===== config.mk =====
export PLATFORM = sky130hd
export DESIGN_NAME = axi4lite_master_mipi
export DESIGN_NICKNAME = d
export VERILOG_FILES = /design/src/rtl/axi4lite_master_mipi.sv
export SDC_FILE = /design/constraint.sdc
export NUM_CORES = 1
export LEC_CHECK = 0
export BUFFER_PORTS_ARGS = -buffer_cell sky130_fd_sc_hd__buf_2
export CELL_PAD_IN_SITES_DETAIL_PLACEMENT = 0
export CELL_PAD_IN_SITES_GLOBAL_PLACEMENT = 1
export CORE_MARGIN = 2
export CORE_UTILIZATION = 33
export DETAILED_ROUTE_END_ITERATION = 8
export HOLD_SLACK_MARGIN = 0.08
export PLACE_DENSITY = 0.87
export REMOVE_ABC_BUFFERS = 1
export SLEW_MARGIN = 40
export SYNTH_ARGS = -nofsm -noshare
export SYNTH_HDL_FRONTEND = slang
export SYNTH_SLANG_ARGS = --single-unit

===== constraint.sdc =====
create_clock -name aclk -period 1.74 [get_ports aclk]
set_input_delay 0.087 -clock aclk [delete_from_list [all_inputs] [get_ports aclk]]
set_output_delay 0.087 -clock aclk [all_outputs]
set_load 0.005 [all_outputs]

===== src/rtl/axi4lite_master_mipi.sv =====
// ---------------------------------------------------------------------------
// axi4lite_master_mipi
//
// AXI4-Lite initiator for a local register sequencer, typically a sensor or
// MIPI configuration engine. Each accepted single-beat command becomes one
// AXI4-Lite write (aw + w, then b) or one read (ar, then r). Only one
// transaction is outstanding at a time. The captured response is then
// presented on the rsp_* port until the sequencer consumes it.
//
// Ports
//   aclk, aresetn      clock, asynchronous active-low reset
//   cmd_*              command in: valid/ready, write flag, addr, wdata, wstrb
//   rsp_*              completion out: valid/ready, read data (0 on writes),
//                      bresp/rresp passed through unmodified
//   aw*/w*/b*          AXI4-Lite write address, write data and write response
//   ar*/r*             AXI4-Lite read address and read data
//
// Every output is registered except awprot/arprot, which are tied to 0.
// There is no timeout, so a slave that never responds stalls the block.
// ---------------------------------------------------------------------------
module axi4lite_master_mipi #(
  parameter int ADDR_WIDTH = 32,
  parameter int DATA_WIDTH = 32
) (
  input  logic                      aclk,
  input  logic                      aresetn,
  // command port
  input  logic                      cmd_valid,
  output logic                      cmd_ready,
  input  logic                      cmd_write,
  input  logic [ADDR_WIDTH-1:0]     cmd_addr,
  input  logic [DATA_WIDTH-1:0]     cmd_wdata,
  input  logic [DATA_WIDTH/8-1:0]   cmd_wstrb,
  // response port
  output logic                      rsp_valid,
  input  logic                      rsp_ready,
  output logic [DATA_WIDTH-1:0]     rsp_rdata,
  output logic [1:0]                rsp_resp,
  // AXI4-Lite write address
  output logic                      awvalid,
  input  logic                      awready,
  output logic [ADDR_WIDTH-1:0]     awaddr,
  output logic [2:0]                awprot,
  // AXI4-Lite write data
  output logic                      wvalid,
  input  logic                      wready,
  output logic [DATA_WIDTH-1:0]     wdata,
  output logic [DATA_WIDTH/8-1:0]   wstrb,
  // AXI4-Lite write response
  input  logic                      bvalid,
  output logic                      bready,
  input  logic [1:0]                bresp,
  // AXI4-Lite read address
  output logic                      arvalid,
  input  logic                      arready,
  output logic [ADDR_WIDTH-1:0]     araddr,
  output logic [2:0]                arprot,
  // AXI4-Lite read data
  input  logic                      rvalid,
  output logic                      rready,
  input  logic [DATA_WIDTH-1:0]     rdata,
  input  logic [1:0]                rresp
);

  typedef enum logic [2:0] {
    IDLE,
    WR,
    WR_RESP,
    RD_ADDR,
    RD_DATA,
    RSP
  } state_t;

  state_t state;

  // Write-side handshake tracking. The aw and w channels complete
  // independently, in either order or together.
  logic aw_done;
  logic w_done;

  logic aw_hs;
  logic w_hs;

  assign aw_hs = awvalid && awready;
  assign w_hs  = wvalid && wready;

  // Unprivileged, secure, data access for every transaction.
  assign awprot = 3'b000;
  assign arprot = 3'b000;

  always_ff @(posedge aclk or negedge aresetn) begin
    if (!aresetn) begin
      state     <= IDLE;
      cmd_ready <= 1'b0;
      rsp_valid <= 1'b0;
      rsp_rdata <= '0;
      rsp_resp  <= 2'b00;
      awvalid   <= 1'b0;
      awaddr    <= '0;
      wvalid    <= 1'b0;
      wdata     <= '0;
      wstrb     <= '0;
      bready    <= 1'b0;
      arvalid   <= 1'b0;
      araddr    <= '0;
      rready    <= 1'b0;
      aw_done   <= 1'b0;
      w_done    <= 1'b0;
    end else begin
      case (state)
        IDLE: begin
          // cmd_ready is re-asserted every idle cycle. This is what raises it
          // on the first clock after reset release.
          cmd_ready <= 1'b1;
          if (cmd_valid && cmd_ready) begin
            cmd_ready <= 1'b0;
            if (cmd_write) begin
              awaddr  <= cmd_addr;
              wdata   <= cmd_wdata;
              wstrb   <= cmd_wstrb;
              awvalid <= 1'b1;
              wvalid  <= 1'b1;
              aw_done <= 1'b0;
              w_done  <= 1'b0;
              state   <= WR;
            end else begin
              araddr  <= cmd_addr;
              arvalid <= 1'b1;
              state   <= RD_ADDR;
            end
          end
        end

        WR: begin
          if (aw_hs) begin
            awvalid <= 1'b0;
            aw_done <= 1'b1;
          end
          if (w_hs) begin
            wvalid <= 1'b0;
            w_done <= 1'b1;
          end
          // A channel counts as complete if it handshook in an earlier cycle
          // (flag) or handshakes in this one. This covers every ordering.
          if ((aw_done || aw_hs) && (w_done || w_hs)) begin
            bready <= 1'b1;
            state  <= WR_RESP;
          end
        end

        WR_RESP: begin
          if (bvalid && bready) begin
            rsp_resp  <= bresp;
            rsp_rdata <= '0;
            bready    <= 1'b0;
            rsp_valid <= 1'b1;
            state     <= RSP;
          end
        end

        RD_ADDR: begin
          if (arvalid && arready) begin
            arvalid <= 1'b0;
            rready  <= 1'b1;
            state   <= RD_DATA;
          end
        end

        RD_DATA: begin
          if (rvalid && rready) begin
            rsp_rdata <= rdata;
            rsp_resp  <= rresp;
            rready    <= 1'b0;
            rsp_valid <= 1'b1;
            state     <= RSP;
          end
        end

        RSP: begin
          // The completion is held stable until the sequencer takes it. New
          // commands become acceptable only from the following cycle.
          if (rsp_valid && rsp_ready) begin
            rsp_valid <= 1'b0;
            cmd_ready <= 1'b1;
            state     <= IDLE;
          end
        end

        default: begin
          state <= IDLE;
        end
      endcase
    end
  end

endmodule


==> metrics.csv <==
stage,metric,value,unit
synth,Post-Synth Adder-Cell Area,0,
synth,Post-Syn Instances,438,
clock_network,CTS tree,built,
synth,post-synthesis cell area,5961,sq um
power_and_ir_drop,switch share,0.3189,
timing,f_max,582.2,MHz
worst_setup_path,"Max FO, Critical Path",48,
synth,library cells used by synthesis,38,
drt,Avg WL per Cell,15.21,um
worst_setup_path,CP Cell Sequence,nor3_4 > nor2b_4 > buf_4 > nand2_4 > buf_12 > mux2_1,
placed_design,IO buf count,254,
worst_setup_path,Worst setup EP type,flop,
drt,DRT Pass-1 Iters,4,
synth,Avg Synthesized Cell Area,13.61,sq um
drt,Via Count,4800,
die,starting density of the core,0.3341,
clock_network,clock buffer depth,2,
die,overall die area,19150,sq um
synth,post-synthesis xor/xnor area fraction,0,
synth,largest family of logic cells by synthesized area,multiplexers,
timing,Tcrit/Tclk final,0.9872,
global_route,vias in the first global route,5008,
flow_run,max_cap viols,0,
die,Ports,261,
die,Die Ht,138.4,um
power_and_ir_drop,clock network power share,0.240,
finish,Antenna diodes,0,
power_and_ir_drop,sequential share of power,0.404,
global_route,gr ovfl total,0,
synth,synth top area cells,"dfrtp_1, mux2_2, mux2_4, nand2_1, o21ai_0",
global_route,initial antenna violation count,0,
die,core area,17840,sq um
finish,Final nets,929,
timing,Final TNS setup,0,ns
synth,"flops & latches, synth",146,
clock_network,Sink Count,146,
worst_hold_path,class of the worst hold path,input port to flop,
finish,Layout fillers,1482,
drt,drt via density,4.541,
synth,portion of netlist area occupied by mux cells,0.2105,
timing,Rel. slew slack,0.6146,
global_route,largest net degree at the start of global routing,75,
finish,Area growth syn-to-layout,55.21,%
die,FP Rows,49,
worst_setup_path,Buf/Inv on CP,2,
worst_setup_path,Crit path max-delay family,simple AND/OR/NAND/NOR gates,
power_and_ir_drop,peak supply drop,0.7506,mV
power_and_ir_drop,Power Internal,0.009790,W
drt,Remaining DRCs,0,
finish,share of post-route cells with drive strength above 1,0.4855,
clock_network,clock slew at reported path FFs,0.06,ns
power_and_ir_drop,Cell Pwr Density,1554,nW/um^2
drt,ANT nets after route,0,
timing,"Hold Vio Cnt, Final",0,
placed_design,GPL Wtd Cong,0.7821,
worst_setup_path,slowest CP cell,dfrtp_1,
drt,Detailed Route WL,16080,um
synth,post-synthesis sequential area ratio,0.6129,
global_route,Total Routing Usage GR,0.1652,
placed_design,dpl hpwl,10050,um
drt,initial DRC count,155,
timing,post-route worst setup slack,0.02233,ns
clock_network,worst skew pair latency,0.41,ns
clock_network,htree depth,4,
die,width of the die,138.4,um
worst_setup_path,"Req. time, crit path",2.02,ns
clock_network,total CTS buffers,17,
synth,complex-gate fraction of the synthesized area,0.06150,
synth,post-synthesis simple-gate area fraction,0.06885,
timing,Max Slew Vio Count,0,
timing,crit path time final,1.718,ns
global_route,first-pass GRT wire length,25570,um
worst_setup_path,crit start category,flop,
timing,setup violators final,0,
timing,Layout Skew,0.007692,ns
outcome,outcome,"complete, no violations",
timing,Slew @ Worst Pin,0.5762,ns
timing,unrepaired setup endpoints after global routing,true,
power_and_ir_drop,NetSw,0.004584,W
power_and_ir_drop,LEAKAGE,4.544,nW
synth,post-synth top area share,0.6129,
worst_setup_path,crit path kind,flop to flop,
worst_setup_path,WP data arrival,2.00,ns
power_and_ir_drop,Comb pwr share,0.355,
worst_setup_path,CP max stage delay,0.40,ns
placed_design,worst slack at placement,0.01574,ns
synth,Yosys warnings,0,
clock_network,CTS Root Cell,clkbuf_16,
synth,Synth area leader,dfrtp_1,
## area by class of cell
| type | count | area, sq um | share of cell area |
|---|---|---|---|
| clock inverters | 14 | 120.1 | 0.01298 |
| well taps | 229 | 286.5 | 0.03097 |
| clock buffers | 18 | 439.2 | 0.04747 |
| multi-input cells | 263 | 2087 | 0.2256 |
| flip-flops and latches | 146 | 3654 | 0.3949 |
| repair buffers | 383 | 2650 | 0.2864 |
| inverters | 4 | 15.01 | 0.001623 |
## power groups by stage
stage	Sequential (W)	Combinational [W]	Clock, W
after floorplan	0.00594	0.00221	0
after global placement	0.00576	0.00469	0
after detailed placement	0.00583	0.00481	0
after CTS	0.00579	0.00501	0.00355
after global routing	0.00601	0.00555	0.00370
final	0.00581	0.00510	0.00346
## what timing repair did
item,CTS,global route
buffers inserted,0,0
endpoints found under the hold margin,290,0
endpoints found under the setup margin,1,89
pin swaps,0,0
gates resized for setup,0,8
hold buffers,113,0
gates cloned,0,3
## metrics by stage
step | utilization | power (W) | hold WS [ns] | std cells | instance area (sq um)
6_report | 0.5186 | 0.01437 | 0.2410 | 1057 | 9251
5_1_grt | 0.5186 | 0.01526 | 0.2478 | 1057 | 9251
4_1_cts | 0.5134 | 0.01435 | 0.2195 | 1054 | 9159
3_5_place_dp | 0.4186 | 0.01063 | -0.07768 | 909 | 7468
3_3_place_gp | 0.4186 | 0.01045 | -0.07743 | 909 | 7468
2_1_floorplan | - | 0.008158 | -0.2086 | 413 | 5723
## sequential cells by signal (all words and copies together) (netlist names)
register   flops
wvalid         1
w_done         1
awvalid        1
state          3
wdata         32
rsp_rdata     32
rsp_resp       2
arvalid        1
bready         1
cmd_ready      1
rsp_valid      1
awaddr        32
rready         1
aw_done        1
wstrb          4
araddr        32
## worst min-delay path, delay by kind of cell
kind,cells,cell delay (ns)
buffers and inverters,2,0.23
AND/OR/NAND/NOR,3,0.31
## routing by layer
layer  track usage  vias up  share of wire
met5             0        -              0
met4       0.06552        0          0.018
met3       0.05507       24          0.076
met2        0.2835      210           0.50
met1        0.1910     2297           0.41
li1              -     2269              -
## kinds of logic (layout without fill, tap and decap cells)
logic type / after synthesis / count (layout)
mux: 102 / 102
simple gates: 91 / 91
compound gates: 64 / 64
other cells: 1 / 6
buf+inv: 34 / 419
flops: 146 / 146
## synth_stat cells, drive strengths merged
library cell    n
a21o            1
a21oi          10
a22oi           2
a311o           1
a31oi           3
a32o            2
and2b           1
and3            1
and4b           2
buf            25
clkbuf          5
conb            1
dfrtp         146
inv             4
mux2          100
mux2i           2
nand2          74
nand3           4
nor2            3
nor2b           2
nor3            2
nor3b           1
nor4            1
o21ai          40
o22ai           3
o31a            1
o41ai           1
## layout by cell type, fill, tap and decap left out, types with 8 or more instances in the layout
cell,instances
mux2_2,60
clkbuf_16,19
o21ai_0,33
nand2_1,73
a21oi_1,10
dfrtp_1,146
mux2_1,8
buf_2,253
mux2_4,32
dlygate4sd3_1,113
## path summary, 6_finish.rpt
kind | start | endpoint | slack (ns) | cells after the start
worst max-delay path | state[2]$_DFFE_PN0P_ | wdata[6]$_DFFE_PN0P_ | 0.02 | 6
worst min-delay path | cmd_valid | cmd_ready$_DFFE_PN0P_ | 0.24 | 5
worst max register to register | state[2]$_DFFE_PN0P_ | wdata[6]$_DFFE_PN0P_ | 0.02 | 6
worst min register to register | rsp_rdata[16]$_DFFE_PN0P_ | rsp_rdata[16]$_DFFE_PN0P_ | 0.47 | 2
max in group asynchronous | aresetn | awaddr[30]$_DFFE_PN0P_ | 0.54 | 3
min in group asynchronous | aresetn | awaddr[18]$_DFFE_PN0P_ | 0.25 | 3
(Power assumes the default switching activity.)
